## src/rtl/conv_frame_sequencer_if.sv

```systemverilog
// Handshake and address bundle between the frame sequencer and its environment.
// slave modport : sequencer side (takes start/in_valid/filt_req, drives the rest).
// master modport: source/datapath side (drives start/in_valid/filt_req).
interface conv_frame_sequencer_if #(
  parameter int CW = 2
);
  logic          start;
  logic          in_valid;
  logic          in_ready;
  logic          wr_en;
  logic [CW-1:0] wr_row;
  logic [CW-1:0] wr_col;
  logic          calc_start;
  logic [CW-1:0] calc_row;
  logic [CW-1:0] calc_col;
  logic          out_valid;
  logic [CW-1:0] out_row;
  logic [CW-1:0] out_col;
  logic          frame_done;
  logic          busy;
  logic          filt_req;
  logic          filt_load;

  modport slave (
    input  start, in_valid, filt_req,
    output in_ready, wr_en, wr_row, wr_col,
    output calc_start, calc_row, calc_col,
    output out_valid, out_row, out_col,
    output frame_done, busy, filt_load
  );

  modport master (
    output start, in_valid, filt_req,
    input  in_ready, wr_en, wr_row, wr_col,
    input  calc_start, calc_row, calc_col,
    input  out_valid, out_row, out_col,
    input  frame_done, busy, filt_load
  );
endinterface

```

## src/rtl/conv_frame_sequencer.sv

```systemverilog
// Sequences one square frame of pixels into the 3x3 conv datapath: raster write
// addresses, one window launch per pixel with row,col >= 2, result tracking.
// Latency: calc_start 1 cycle after the pixel, out_valid CALC_LAT cycles later.
// Backpressure: in_ready high only while loading; in_valid gaps hold the raster.
// Ports: clk, rst_n (async active-low), bus (conv_frame_sequencer_if.slave).
// Option: define CONV_SEQ_FILT_DEFER_EN to defer filt_req seen mid-frame until
// the frame ends; otherwise filt_req is honoured only in IDLE.
module conv_frame_sequencer #(
  parameter int IMG_SIZE = 3,
  parameter int CALC_LAT = 2
) (
  input  logic clk,
  input  logic rst_n,
  conv_frame_sequencer_if.slave bus
);
  localparam int CW = ($clog2(IMG_SIZE) < 1) ? 1 : $clog2(IMG_SIZE);
  localparam logic [CW-1:0] LAST     = CW'(IMG_SIZE - 1);
  localparam logic [CW-1:0] LAST_WIN = CW'(IMG_SIZE - 3);
  localparam logic [CW-1:0] TWO      = CW'(2);
  localparam logic [CW-1:0] ONE      = CW'(1);

  typedef enum logic [1:0] {
    IDLE  = 2'd0,
    LOAD  = 2'd1,
    DRAIN = 2'd2,
    DONE  = 2'd3
  } state_t;

  state_t        state;
  logic [CW-1:0] row;
  logic [CW-1:0] col;
  logic          calc_start_q;
  logic [CW-1:0] calc_row_q;
  logic [CW-1:0] calc_col_q;
  logic          filt_load_q;
  // Result tracker: one slot per datapath cycle, oldest at CALC_LAT-1.
  logic          pipe_vld [CALC_LAT];
  logic [CW-1:0] pipe_row [CALC_LAT];
  logic [CW-1:0] pipe_col [CALC_LAT];
`ifdef CONV_SEQ_FILT_DEFER_EN
  logic          filt_pend;
`endif

  logic accept;
  logic last_out;

  assign accept   = bus.in_valid && (state == LOAD);
  // The bottom-right window is always the final result of a frame.
  assign last_out = pipe_vld[CALC_LAT-1] &&
                    (pipe_row[CALC_LAT-1] == LAST_WIN) &&
                    (pipe_col[CALC_LAT-1] == LAST_WIN);

  assign bus.in_ready   = (state == LOAD);
  assign bus.wr_en      = accept;
  assign bus.wr_row     = row;
  assign bus.wr_col     = col;
  assign bus.calc_start = calc_start_q;
  assign bus.calc_row   = calc_row_q;
  assign bus.calc_col   = calc_col_q;
  assign bus.out_valid  = pipe_vld[CALC_LAT-1];
  assign bus.out_row    = pipe_row[CALC_LAT-1];
  assign bus.out_col    = pipe_col[CALC_LAT-1];
  assign bus.frame_done = (state == DONE);
  assign bus.busy       = (state != IDLE);
  assign bus.filt_load  = filt_load_q;

  always_ff @(posedge clk or negedge rst_n) begin
    if (!rst_n) begin
      state        <= IDLE;
      row          <= '0;
      col          <= '0;
      calc_start_q <= 1'b0;
      calc_row_q   <= '0;
      calc_col_q   <= '0;
      filt_load_q  <= 1'b0;
      for (int i = 0; i < CALC_LAT; i++) begin
        pipe_vld[i] <= 1'b0;
        pipe_row[i] <= '0;
        pipe_col[i] <= '0;
      end
`ifdef CONV_SEQ_FILT_DEFER_EN
      filt_pend    <= 1'b0;
`endif
    end else begin
      calc_start_q <= 1'b0;
      filt_load_q  <= 1'b0;

      pipe_vld[0] <= calc_start_q;
      pipe_row[0] <= calc_row_q;
      pipe_col[0] <= calc_col_q;
      for (int i = 1; i < CALC_LAT; i++) begin
        pipe_vld[i] <= pipe_vld[i-1];
        pipe_row[i] <= pipe_row[i-1];
        pipe_col[i] <= pipe_col[i-1];
      end

      case (state)
        IDLE: begin
          filt_load_q <= bus.filt_req;
          if (bus.start) begin
            state <= LOAD;
            row   <= '0;
            col   <= '0;
          end
        end
        LOAD: begin
          if (accept) begin
            // A 3x3 window completes once its bottom-right pixel arrives.
            if ((row >= TWO) && (col >= TWO)) begin
              calc_start_q <= 1'b1;
              calc_row_q   <= row - TWO;
              calc_col_q   <= col - TWO;
            end
            if (col == LAST) begin
              col <= '0;
              if (row == LAST) begin
                row   <= '0;
                state <= DRAIN;
              end else begin
                row <= row + ONE;
              end
            end else begin
              col <= col + ONE;
            end
          end
`ifdef CONV_SEQ_FILT_DEFER_EN
          if (bus.filt_req) filt_pend <= 1'b1;
`endif
        end
        DRAIN: begin
          if (last_out) state <= DONE;
`ifdef CONV_SEQ_FILT_DEFER_EN
          if (bus.filt_req) filt_pend <= 1'b1;
`endif
        end
        DONE: begin
          state <= IDLE;
`ifdef CONV_SEQ_FILT_DEFER_EN
          // Fires in the first IDLE cycle; a request in DONE merges in.
          filt_load_q <= filt_pend || bus.filt_req;
          filt_pend   <= 1'b0;
`endif
        end
        default: state <= IDLE;
      endcase
    end
  end
endmodule

```

## src/flat_wrapper.sv

```systemverilog
// flat-port wrapper written by rule: the top's interface ports become plain ports
module conv_frame_sequencer_flat 
#(
  parameter int IMG_SIZE = 3,
  parameter int CALC_LAT = 2
)
  (clk, rst_n, bus_start, bus_in_valid, bus_filt_req, bus_in_ready, bus_wr_en, bus_wr_row, bus_wr_col, bus_calc_start, bus_calc_row, bus_calc_col, bus_out_valid, bus_out_row, bus_out_col, bus_frame_done, bus_busy, bus_filt_load);
  conv_frame_sequencer_if bus_i ();
  input  logic clk;
  input  logic rst_n;
  input wire logic [$bits(bus_i.start)-1:0] bus_start;
  input wire logic [$bits(bus_i.in_valid)-1:0] bus_in_valid;
  input wire logic [$bits(bus_i.filt_req)-1:0] bus_filt_req;
  output wire logic [$bits(bus_i.in_ready)-1:0] bus_in_ready;
  output wire logic [$bits(bus_i.wr_en)-1:0] bus_wr_en;
  output wire logic [$bits(bus_i.wr_row)-1:0] bus_wr_row;
  output wire logic [$bits(bus_i.wr_col)-1:0] bus_wr_col;
  output wire logic [$bits(bus_i.calc_start)-1:0] bus_calc_start;
  output wire logic [$bits(bus_i.calc_row)-1:0] bus_calc_row;
  output wire logic [$bits(bus_i.calc_col)-1:0] bus_calc_col;
  output wire logic [$bits(bus_i.out_valid)-1:0] bus_out_valid;
  output wire logic [$bits(bus_i.out_row)-1:0] bus_out_row;
  output wire logic [$bits(bus_i.out_col)-1:0] bus_out_col;
  output wire logic [$bits(bus_i.frame_done)-1:0] bus_frame_done;
  output wire logic [$bits(bus_i.busy)-1:0] bus_busy;
  output wire logic [$bits(bus_i.filt_load)-1:0] bus_filt_load;
  assign bus_i.start = bus_start;
  assign bus_i.in_valid = bus_in_valid;
  assign bus_i.filt_req = bus_filt_req;
  assign bus_in_ready = bus_i.in_ready;
  assign bus_wr_en = bus_i.wr_en;
  assign bus_wr_row = bus_i.wr_row;
  assign bus_wr_col = bus_i.wr_col;
  assign bus_calc_start = bus_i.calc_start;
  assign bus_calc_row = bus_i.calc_row;
  assign bus_calc_col = bus_i.calc_col;
  assign bus_out_valid = bus_i.out_valid;
  assign bus_out_row = bus_i.out_row;
  assign bus_out_col = bus_i.out_col;
  assign bus_frame_done = bus_i.frame_done;
  assign bus_busy = bus_i.busy;
  assign bus_filt_load = bus_i.filt_load;
  conv_frame_sequencer #(.IMG_SIZE(IMG_SIZE), .CALC_LAT(CALC_LAT)) u_core (.clk(clk), .rst_n(rst_n), .bus(bus_i));
endmodule
```

## config.mk

```make
export PLATFORM = sky130hd
export DESIGN_NAME = conv_frame_sequencer_flat
export DESIGN_NICKNAME = d
export VERILOG_FILES = /design/src/rtl/conv_frame_sequencer_if.sv /design/src/rtl/conv_frame_sequencer.sv /design/src/flat_wrapper.sv
export SDC_FILE = /design/constraint.sdc
export NUM_CORES = 1
export LEC_CHECK = 0
export BUFFER_PORTS_ARGS = -buffer_cell sky130_fd_sc_hd__buf_4
export CORE_MARGIN = 3
export CORE_UTILIZATION = 54
export CTS_CLUSTER_DIAMETER = 40
export DETAILED_ROUTE_END_ITERATION = 10
export PLACE_DENSITY_LB_ADDON = 0.2
export SYNTH_ARGS = -nofsm -noshare
export SYNTH_HDL_FRONTEND = slang
export SYNTH_SLANG_ARGS = --single-unit
```

## constraint.sdc

```tcl
create_clock -name clk -period 3.15 [get_ports clk]
set_input_delay 0.63 -clock clk [delete_from_list [all_inputs] [get_ports clk]]
set_output_delay 0.63 -clock clk [all_outputs]
set_load 0.02 [all_outputs]
```

==> flow_metrics.env <==
export IMPL_ys_types=25
export IMPL_die_y_um=48.10
export IMPL_finalHoldViolCount=0
export IMPL_crit_fanout=11
export IMPL_maxSlewViolCount=0
export IMPL_cts_hold_buffers=0
export IMPL_cts_root_buf="clkbuf_4"
export IMPL_timing_hold_ws_ns=0.1760
export IMPL_hpwl_um=1163
export IMPL_worstPathRequired_ns=2.52
export IMPL_synth_main_ff_cell="dfrtp_1"
export IMPL_clk_latency_ns=0.31
export IMPL_ys_ff_latch=22
export IMPL_start_kind="register"
export IMPL_cellLeakagePower_nw=0.6177
export IMPL_io_buffer_count=23
export IMPL_max_stage_delay_ns=0.44
export IMPL_fin_setup_tns_ns=0
export IMPL_grt_use_total=0.1647
export IMPL_numCtsBuffers=3
export IMPL_syn2layout_area_growth_pct=22.35
export IMPL_cts_resized=0
export IMPL_final_net_count=112
export IMPL_syn_avg_cell_area_um2=12.12
export IMPL_drv_cap=0
export IMPL_synth_top_family_by_area="simple AND/OR/NAND/NOR gates"
export IMPL_synth_nets=89
export IMPL_p_total_mw=1.058
export IMPL_synthesis_area_um2=957.2
export IMPL_synth_mux_area_fraction=0.06275
export IMPL_wl_per_cell_um=12.78
export IMPL_irDropWorstVdd_uv=514.4
export IMPL_rsz0062_at_grt="false"
export IMPL_design_die_area_um2=2314
export IMPL_drive_gt1_frac=0.3663
export IMPL_synthAdderAreaFrac=0.06536
export IMPL_slowest_stage="dfrtp_1"
export IMPL_finalClockSkew_ns=0.002945
export IMPL_crit_type="reg -> out"
export IMPL_synth_async_reset_ratio=1.000
export IMPL_critPathCaptureType="output port"
export IMPL_dr_pass1_iters=4
export IMPL_crit_top_cell="inv_1"
export IMPL_core_rowCount=14
export IMPL_mostFrequentLayoutCells="buf_4 (23), dfrtp_1 (22), inv_1 (7)"
export IMPL_netlist_instances=79
export IMPL_synth_area_leaders="dfrtp_1 (58%), ha_1 (6.5%), mux2_2 (4.7%), buf_4 (3.1%), inv_1 (2.7%)"
export IMPL_max_clock_path_buffers=2
export IMPL_fmax_mhz=447.4
export IMPL_initial_core_util=0.6005
export IMPL_synth_top_cell_by_area="dfrtp_1"
export IMPL_synth_warnings=0
export IMPL_wl_um=1597
export IMPL_clock_sinks=22
export IMPL_io_pins=24
export IMPL_h_tree_depth=1
export IMPL_status="finished, final reports clean"
export IMPL_coreArea_um2=1594
export IMPL_cts_setup_buffers=0
export IMPL_ys_seq_area_frac=0.5752
export IMPL_synthXorXnorAreaFrac=0
export IMPL_grt_pass1_wl_um=2546
export IMPL_drcViolationCount=0
export IMPL_cp_data_arrival_time_ns=1.61
export IMPL_synth_edf_count=0
export IMPL_cts_tree="built"
export IMPL_clkSlewWorstSetupHoldPaths_ns=0.13
export IMPL_overflow=0
export IMPL_grt_start_max_net_pins=23
export IMPL_setup_viol=0
export IMPL_drtIter0Drc=9
export IMPL_crit_chain="inv_1 > ha_1 > nand2_1 > inv_1 > buf_4"
export IMPL_synth_simple_gate_area_frac=0.1386
export IMPL_place_congestion=0.8079
export IMPL_dr_total_vias=645
export IMPL_min_period_over_period=0.7096
export IMPL_post_synth_top_area_fraction=0.5752
export IMPL_final_common_cell="buf_4"
export IMPL_slew_headroom=0.7515
export IMPL_power_density_nw_per_um2=903.8
export IMPL_antenna_cells=0
export IMPL_pre_cts_ws_ns=1.302
export IMPL_grt_pass1_vias=577
export IMPL_ant_nets=0
export IMPL_fin_crit_ns=2.235
export IMPL_die_w_um=48.10
export IMPL_hp_class="in -> async"
export IMPL_antenna_found_initial=0
export IMPL_max_slew_worst_pin_slew_ns=0.3728
export IMPL_fin_ws_ns=0.9146
export IMPL_via_per_inst=5.160
export IMPL_synth_compound_area_frac=0.08758
-- final cells by class --
class / count / area, um^2
clock inverter: 1 / 30.03
clock buffer: 3 / 22.52
inverter: 7 / 26.28
tap: 24 / 30.03
multi-input combinational: 45 / 339.1
sequential: 22 / 550.5
fill: 124 / 422.9
timing repair buffer: 23 / 172.7
-- registers in the layout (all words and copies together) (netlist names) --
signal	flops
u_core.bus.wr_col	2
u_core.bus.calc_row	2
u_core.bus.out_valid	1
u_core.bus.filt_load	1
u_core.bus.calc_col	2
u_core.bus.calc_start	1
u_core.bus.out_col	2
u_core.pipe_row	2
u_core.bus.out_row	2
u_core.pipe_vld	1
u_core.state	2
u_core.bus.wr_row	2
u_core.pipe_col	2
-- final timing paths --
| kind | depth (start not counted) | start | slack [ns] | end |
|---|---|---|---|---|
| worst min-delay path | 1 | rst_n | 0.18 | u_core.bus.calc_row[0] |
| max in group asynchronous | 1 | rst_n | 2.76 | u_core.bus.out_row[1] |
| worst min register to register | 0 | u_core.pipe_col[3] | 0.37 | u_core.bus.out_col[1] |
| worst max-delay path | 5 | u_core.state[1] | 0.91 | bus_wr_en |
| min in group clk | 0 | u_core.pipe_col[3] | 0.37 | u_core.bus.out_col[1] |
| worst max register to register | 6 | u_core.state[0] | 1.31 | u_core.state[1] |
-- layer usage --
layer	vias to the layer above	wire length [um]	GRT usage
met5	-	0	0
met1	307	753	0.2278
li1	309	-	-
met4	0	36	0.09677
met3	4	93	0.02214
met2	25	713	0.2480
-- where the power goes --
part	internal [mW]	leakage, nW	switching (mW)	total (mW)
Sequential	0.342	0.298	0.0650	0.407
Clock	0.129	0.0279	0.0884	0.217
Combinational	0.199	0.292	0.236	0.434
Total	0.669	0.618	0.389	1.06
-- synth_stat cells, types with 2 or more instances --
cell type,n
o21ai_0,4
nor2_1,3
inv_1,7
nor3_1,2
o21ai_2,2
a21oi_1,2
mux2_2,4
and2_1,3
buf_4,4
nand2_1,4
nand4_1,2
dfrtp_1,22
ha_1,5
nand2b_1,4
-- metrics by stage --
step,instances,utilization,cell area (um^2)
CTS,125,0.7347,1171
global placement,121,0.7017,1119
global route,125,0.7347,1171
floorplan,79,-,957.2
finish,125,0.7347,1171
detailed placement,121,0.7017,1119
-- cell families after synthesis --
logic type,count (synthesis)
mux,5
simple gates,22
compound gates,13
fa+ha+maj,5
buf+inv,12
flops,22
-- worst max-delay path: cells and delay by family, from the launching register on --
family | cells | cell delay [ns]
fa+ha+maj | 1 | 0.39
buf+inv | 3 | 0.34
flops | 1 | 0.44
simple gates | 1 | 0.12
(Power assumes the default switching activity.)
